File: config.mk
export PLATFORM = sky130hd
export DESIGN_NAME = mmm_ctrl
export DESIGN_NICKNAME = d
export VERILOG_FILES = /design/src/rtl/mmm_pkg.sv /design/src/rtl/mmm_iter_cnt.sv /design/src/rtl/mmm_ctrl.sv
export SDC_FILE = /design/constraint.sdc
export NUM_CORES = 1
export LEC_CHECK = 0
export ABC_AREA = 1
export ABC_CLOCK_PERIOD_IN_PS = 3440
export CORE_MARGIN = 10
export CORE_UTILIZATION = 40
export DETAILED_ROUTE_END_ITERATION = 10
export PLACE_DENSITY = 0.64
export SYNTH_ARGS = -nofsm -noshare
export SYNTH_HDL_FRONTEND = slang
export SYNTH_SLANG_ARGS = --single-unit
export TNS_END_PERCENT = 5
File: constraint.sdc
create_clock -name clk -period 3.44 [get_ports clk]
set_clock_uncertainty 0.05 [all_clocks]
set_input_delay 0.516 -clock clk [delete_from_list [all_inputs] [get_ports clk]]
set_output_delay 0.516 -clock clk [all_outputs]
set_load 0.05 [all_outputs]
File: src/rtl/mmm_pkg.sv
// rtl/mmm_pkg.sv - shared state type and timing constant for the Montgomery multiply controller
package mmm_pkg;

  typedef enum logic [2:0] {
    S_IDLE,
    S_CLR,
    S_ITER,
    S_FINAL,
    S_DONE
  } mmm_state_t;

  // CLR + FINAL + DONE cycles added on top of the N iterations
  localparam int unsigned MMM_OVERHEAD = 3;

endpackage

File: src/rtl/mmm_iter_cnt.sv
// rtl/mmm_iter_cnt.sv - iteration counter holding the latched count, current index and terminal flag
module mmm_iter_cnt #(
  parameter int CNT_W = 3
) (
  input  logic             clk,
  input  logic             rst,
  input  logic             i_en,
  input  logic             i_load,
  input  logic [CNT_W-1:0] i_limit,
  input  logic             i_inc,
  input  logic             i_clr,
  output logic [CNT_W-1:0] o_idx,
  output logic             o_tc
);

  logic [CNT_W-1:0] r_idx;
  logic [CNT_W-1:0] r_limit;

  always_ff @(posedge clk) begin
    if (rst) begin
      r_idx   <= '0;
      r_limit <= '0;
    end else if (i_en) begin
      if (i_load) begin
        r_limit <= i_limit;
        r_idx   <= '0;
      end else if (i_clr) begin
        r_idx <= '0;
      end else if (i_inc && !o_tc) begin
        r_idx <= r_idx + CNT_W'(1);
      end
    end
  end

  // Index saturates at limit-1 so the final load still reports the last bit
  assign o_tc  = (r_idx == (r_limit - CNT_W'(1)));
  assign o_idx = r_idx;

endmodule

File: src/rtl/mmm_ctrl.sv
// rtl/mmm_ctrl.sv - Montgomery multiply sequencing FSM; MMM_CTRL_ABORT_EN adds the abort input
module mmm_ctrl
  import mmm_pkg::*;
#(
  parameter int WIDTH = 4,
  parameter int CNT_W = $clog2(WIDTH + 1)
) (
  input  logic             clk,
  input  logic             rst,
  input  logic             en,
  input  logic             start,
  input  logic [CNT_W-1:0] nbits,
`ifdef MMM_CTRL_ABORT_EN
  input  logic             abort,
`endif
  output logic             busy,
  output logic             done,
  output logic             rst_mmm_o,
  output logic             ld_r,
  output logic             lock,
  output logic [CNT_W-1:0] bit_idx
);

  mmm_state_t       r_state;
  mmm_state_t       w_state_nxt;
  logic             r_busy, r_done, r_rstm, r_ld, r_lock;
  logic             w_busy_nxt, w_done_nxt, w_rstm_nxt, w_ld_nxt, w_lock_nxt;
  logic             w_load, w_inc, w_clr, w_tc, w_abort;
  logic [CNT_W-1:0] w_nbits_sat;
  logic [CNT_W-1:0] w_idx;

  // Zero or oversize requests run the full operand width
  assign w_nbits_sat = ((nbits == '0) || (nbits > CNT_W'(WIDTH))) ? CNT_W'(WIDTH) : nbits;

`ifdef MMM_CTRL_ABORT_EN
  assign w_abort = abort && ((r_state == S_CLR) || (r_state == S_ITER) || (r_state == S_FINAL));
`else
  assign w_abort = 1'b0;
`endif

  always_comb begin
    w_state_nxt = r_state;
    w_load      = 1'b0;
    w_inc       = 1'b0;
    w_clr       = 1'b0;
    case (r_state)
      S_IDLE: begin
        if (start) begin
          w_state_nxt = S_CLR;
          w_load      = 1'b1;
        end
      end
      S_CLR:   w_state_nxt = S_ITER;
      S_ITER: begin
        if (w_tc) w_state_nxt = S_FINAL;
        else      w_inc       = 1'b1;
      end
      S_FINAL: begin
        w_state_nxt = S_DONE;
        w_clr       = 1'b1;
      end
      S_DONE:  w_state_nxt = S_IDLE;
      default: w_state_nxt = S_IDLE;
    endcase
    if (w_abort) begin
      w_state_nxt = S_IDLE;
      w_inc       = 1'b0;
      w_clr       = 1'b1;
    end
    w_busy_nxt = (w_state_nxt != S_IDLE);
    w_done_nxt = (w_state_nxt == S_DONE);
    w_ld_nxt   = (w_state_nxt == S_ITER) || (w_state_nxt == S_FINAL);
    w_lock_nxt = (w_state_nxt == S_FINAL);
    // Datapath clear pulses on entry to CLR and on the abort cycle
    w_rstm_nxt = !((w_state_nxt == S_CLR) || w_abort);
  end

  always_ff @(posedge clk) begin
    if (rst) begin
      r_state <= S_IDLE;
      r_busy  <= 1'b0;
      r_done  <= 1'b0;
      r_rstm  <= 1'b1;
      r_ld    <= 1'b0;
      r_lock  <= 1'b0;
    end else if (en) begin
      r_state <= w_state_nxt;
      r_busy  <= w_busy_nxt;
      r_done  <= w_done_nxt;
      r_rstm  <= w_rstm_nxt;
      r_ld    <= w_ld_nxt;
      r_lock  <= w_lock_nxt;
    end
  end

  mmm_iter_cnt #(
    .CNT_W (CNT_W)
  ) u_iter_cnt (
    .clk     (clk),
    .rst     (rst),
    .i_en    (en),
    .i_load  (w_load),
    .i_limit (w_nbits_sat),
    .i_inc   (w_inc),
    .i_clr   (w_clr),
    .o_idx   (w_idx),
    .o_tc    (w_tc)
  );

  assign busy      = r_busy;
  assign done      = r_done;
  assign rst_mmm_o = r_rstm;
  assign ld_r      = r_ld;
  assign lock      = r_lock;
  assign bit_idx   = w_idx;

endmodule

Word-level counts from Yosys, hierarchy flattened
Cells that the tools add are included.
- add/subtract/negate cells: 2
- magnitude comparators: 1
- equal/unequal tests: 8
- multiplexer cells: 12
- reductions and logical operators: 11
- operator list (kind ; number):
    $mux W3 ; 6
    $eq A3 B2 Y1 const B ; 4
    $pmux W3 S4 ; 1
    $eq A3 B1 Y1 const B ; 2
    $logic_not A3 Y1 ; 2
    $reduce_bool A3 Y1 ; 2
    $mux W1 ; 5
    $reduce_and A2 Y1 ; 2
    $add A3 B1 Y3 const B ; 1
    $eq A3 B3 Y1 ; 1
    $eq A3 B3 Y1 const B ; 1
    $gt A3 B3 Y1 const B ; 1
    $sub A3 B1 Y3 const B ; 1
    $logic_not A1 Y1 ; 2
    $logic_or A1 B1 Y1 ; 2
    $logic_and A1 B1 Y1 ; 1
- bits in registers: 14
- bits of input ports: 7
- output and inout bits: 8
- word-level logic and storage cells: 42

Depth between registers and ports, before layout
- depth after elaboration: 8
- depth in mapped cells: 13
- gate-level depth less buffers: 13

Hierarchy
From an unflattened synthesis, not the netlist that was laid out.
- cell total of the unflattened synthesis: 114
- area, all modules: 744.5 um^2
- by module, submodules not included (module ; instances ; cells an instance ; area each (um^2) ; sequential area each (um^2)):
    mmm_ctrl ; 1 ; 56 ; 375.4 ; 160.2
    mmm_iter_cnt ; 1 ; 58 ; 369.1 ; 120.1

Least setup slack after synthesis
No wires, ideal clock.
- path kind: flip-flop to flip-flop
- from: register u_iter_cnt.r_idx[0] (netlist: u_iter_cnt.o_idx[0])
- to: register u_iter_cnt.r_idx[2] (netlist: u_iter_cnt.o_idx[2])
- setup time: 0.068 ns
- arrival time: 1.439 ns
- data required time: 3.322 ns
- setup slack: 1.883 ns
- cell stages (with the launch flop): 7
- buffers on the path: 0
- clock period less this slack: 1.557 ns
- path through: dfxtp_1 > ha_1 > or2_2 > nand2_1 > nor3_1 > nand2_2 > a21oi_2
- word-level cells in the longest chain between the ends: 6
- elaborated cells between the ends (all ways): 11
- classes of those cells: add/sub (1); eq/ne (1); mux (5); reduce/logical (4)
- ends and longest elaborated chain (item ; RTL line ; text):
    from (decl) ; mmm_iter_cnt.sv:16 ; logic [CNT_W-1:0] r_idx;
    from (signal assigned) ; mmm_iter_cnt.sv:30 ; r_idx <= r_idx + CNT_W'(1);
    $eq A3 B3 Y1 ; mmm_iter_cnt.sv:36 ; assign o_tc = (r_idx == (r_limit - CNT_W'(1)));
    $mux W1 ; mmm_ctrl.sv:55 ; if (w_tc) w_state_nxt = S_FINAL;
    $mux W1 ; mmm_ctrl.sv:46 ; case (r_state)
    $logic_and A1 B1 Y1 ; mmm_iter_cnt.sv:29 ; end else if (i_inc && !o_tc) begin
    $reduce_bool A3 Y1 (no line) ; -- ;
    $reduce_and A2 Y1 (no line) ; -- ;
Parallel ways exist; a longest one is shown, timed or not. The select of a mux whose other input is x is not followed.
A chain may end at the register's enable or synchronous reset.

Final worst setup path
- from: register u_iter_cnt.r_idx[0] (netlist: u_iter_cnt.o_idx[0])
- to: output port bit_idx[0]
- RTL lines (item ; RTL line ; text):
    to (decl) ; mmm_ctrl.sv:21 ; output logic [CNT_W-1:0] bit_idx
No word-level cell between the ends.

==> metrics <==
Post-synth top cells 25 x nand2_1, 14 x dfxtp_1, 12 x inv_1, 10 x a21oi_1, 7 x nor2_1; P&R area growth vs syn 27.2%; slowest CP cell clkdlybuf4s50_1; critical path depth 1; Max Cap Viol 0; final WL between 1500 and 2000 um; Tmin final roughly 2100 ps; sequential fraction of the synthesis area between 30 and 40%; # fillers around 180; WS Path Type register to primary output; DR pass1 iterations 4; # resized after CTS 0; Worst Setup End Kind primary output; initial antenna violation count 0; Yosys cell types 23; Synth Cell Area about 750 um^2; worst vdd ir about 260 uV; Warnings, synthesis 0; Critical R2R Launch u_iter_cnt.r_limit[0]; H-tree depth 1; syn_nets 115; remaining antenna violation count 0; via count 679; DIE AREA about 4000 um^2; static leakage around 0.4 nW; clk buf depth 2; Post-synth EDFFs 0; CP arrival between 1500 and 2000 ps; most used flip-flop cell after synthesis dfxtp_1; DR WL/cell about 11 um; Worst-Skew Late Latency 280 ps; Synth Instances approximately 110; Worst setup SP type register; Worst-path clk slew about 90 ps; routability cong. 0.828; crit-path leading delay family buffers and inverters; Setup WS post-layout between 1000 and 1500 ps; Multi-input gate area 402 um^2; First DRT Iteration DRCs 21; crit path from u_iter_cnt.o_idx[0]; vias in the first global route roughly 660; num rows 15; crit path to bit_idx[0]; Sink Count 14; RSZ-0062 raised after global routing no; final hold vios 0; final setup vio count 0; pre-CTS setup slack between 1000 and 1500 ps; CP Buf/Inv Count 1; WP data required 2870 ps; Worst path max stage delay 840 ps; Post-CTS Setup Bufs 0; final setup TNS 0 ps; synthesized area per cell between 7 and 8 um^2; PwrDens between 400 and 500 nW/um^2; Rel. slew slack 66.4%; first-pass GRT wire length 2830 um; GRT Total Usage roughly 8.5%; Synth area leader dfxtp_1; root buffer cell clkbuf_4; Final Cycle Share around three fifths; nets around 130; hold_buf cts 0; Reg2Reg Depth 9; vias per inst between 4 and 5; Port-buffer cells 14; total congestion overflow 0; most common cell in the netlist nand2_1; total CTS buffers 3; worst min path class register to register; status finished, final reports clean; Ant. Diodes 0; largest net degree at the start of global routing 14; Post-synth ARST share 0%; Slew @ Worst Pin around 500 ps; FF+latch area 280 um^2; Die Y between 60 and 70 um; fin. max-slew vios 0; R2R setup slack 1920 ps; CTS tree built; fraction of layout cells with a size suffix above 1 between 10% and 20%; Top-Level Pins 15; Hold Crit Depth 2; fmax ~470 MHz; die width 63.3 um; Initial Util between 40% and 50%; Core Area approximately 1700 um^2; reg2reg end u_iter_cnt.o_idx[1]; CP max FO 6; share of the synthesized area in the top cell type 37.4%; synth top area cells dfxtp_1 37%, nand2_1 13%, a21oi_1 6.7%, inv_1 6.0%, ha_1 5.0%; CP Cell Sequence clkdlybuf4s50_1; DRC Markers 0; DP HPWL 1250 um; Yosys reg bits 14
-- power breakdown --
| part | total [mW] | leakage, nW | switching [mW] | internal [mW] |
|---|---|---|---|---|
| sequential | 0.178 | 0.114 | 0.00709 | 0.171 |
| clock | 0.122 | 0.0210 | 0.0575 | 0.0645 |
| combinational | 0.0859 | 0.269 | 0.0525 | 0.0334 |
-- worst min-delay path by stage --
stage                                startpoint                    end
after floorplan           u_iter_cnt.r_limit[1]  u_iter_cnt.r_limit[1]
after global placement                     busy                   busy
after detailed placement                   busy                   busy
after CTS                 u_iter_cnt.r_limit[1]  u_iter_cnt.r_limit[1]
after global routing                       lock                   lock
final                                      lock                   lock
-- area by class of cell --
class,count,area share (%)
Sequential cell,14,29.4
Inverter,17,6.69
Multi-Input combinational cell,73,42.1
Clock buffer,4,3.81
Timing Repair Buffer,14,14.7
Tap cell,25,3.28
-- per-layer routing --
metal | share of wire [%] | wire [um] | track usage (%)
met5 | 0 | 0 | 0
met4 | 0.89 | 14 | 1.64
met3 | 5.8 | 91 | 5.12
met2 | 46 | 732 | 14.3
met1 | 47 | 742 | 9.06
-- per-stage QoR --
step	power, mW	instances	cell area [um^2]	hold WS (ps)	util (%)
2_1_floorplan	0.241	105	749	390	-
3_3_place_gp	0.266	143	917	410	52.5
3_5_place_dp	0.268	143	917	411	52.5
4_1_cts	0.389	147	953	426	54.6
5_1_grt	0.406	147	953	446	54.6
6_report	0.386	147	953	421	54.6
-- cell usage in the layout, fill, tap and decap left out, drive strengths merged --
cell type / instances
a211oi: 2
a21oi: 12
a31oi: 1
clkbuf: 4
clkdlybuf4s50: 14
dfxtp: 14
ha: 3
inv: 17
nand2: 31
nand3: 5
nand3b: 1
nor2: 8
nor3: 3
o21ai: 3
o21bai: 1
or2: 2
xnor2: 1
-- worst reg2reg max path, stage by stage (launching register included) --
cell and delay [ps]:
dfxtp_1 350, inv_2 50, ha_1 300, xnor2_1 130
nor2_1 90, nand2_1 100, nand2_1 150, nand2_4 80
nor2_1 90, nor2_1 50
-- state kept, by name, summed over array words and instances (netlist names) --
register	cells
done	1
rst_mmm_o	1
ld_r	1
u_iter_cnt.r_limit	3
r_state	3
u_iter_cnt.o_idx	3
busy	1
lock	1
-- cell families after synthesis --
group / share of synthesized area, %
XOR/XNOR: 1.17
flip-flops: 37.4
buffers and inverters: 9.01
AND/OR/NAND/NOR: 32.6
AO/OA/AOI/OAI: 14.9
adder cells (fa/ha/maj): 5.01
Note: power is estimated with default switching activity, not from simulation.
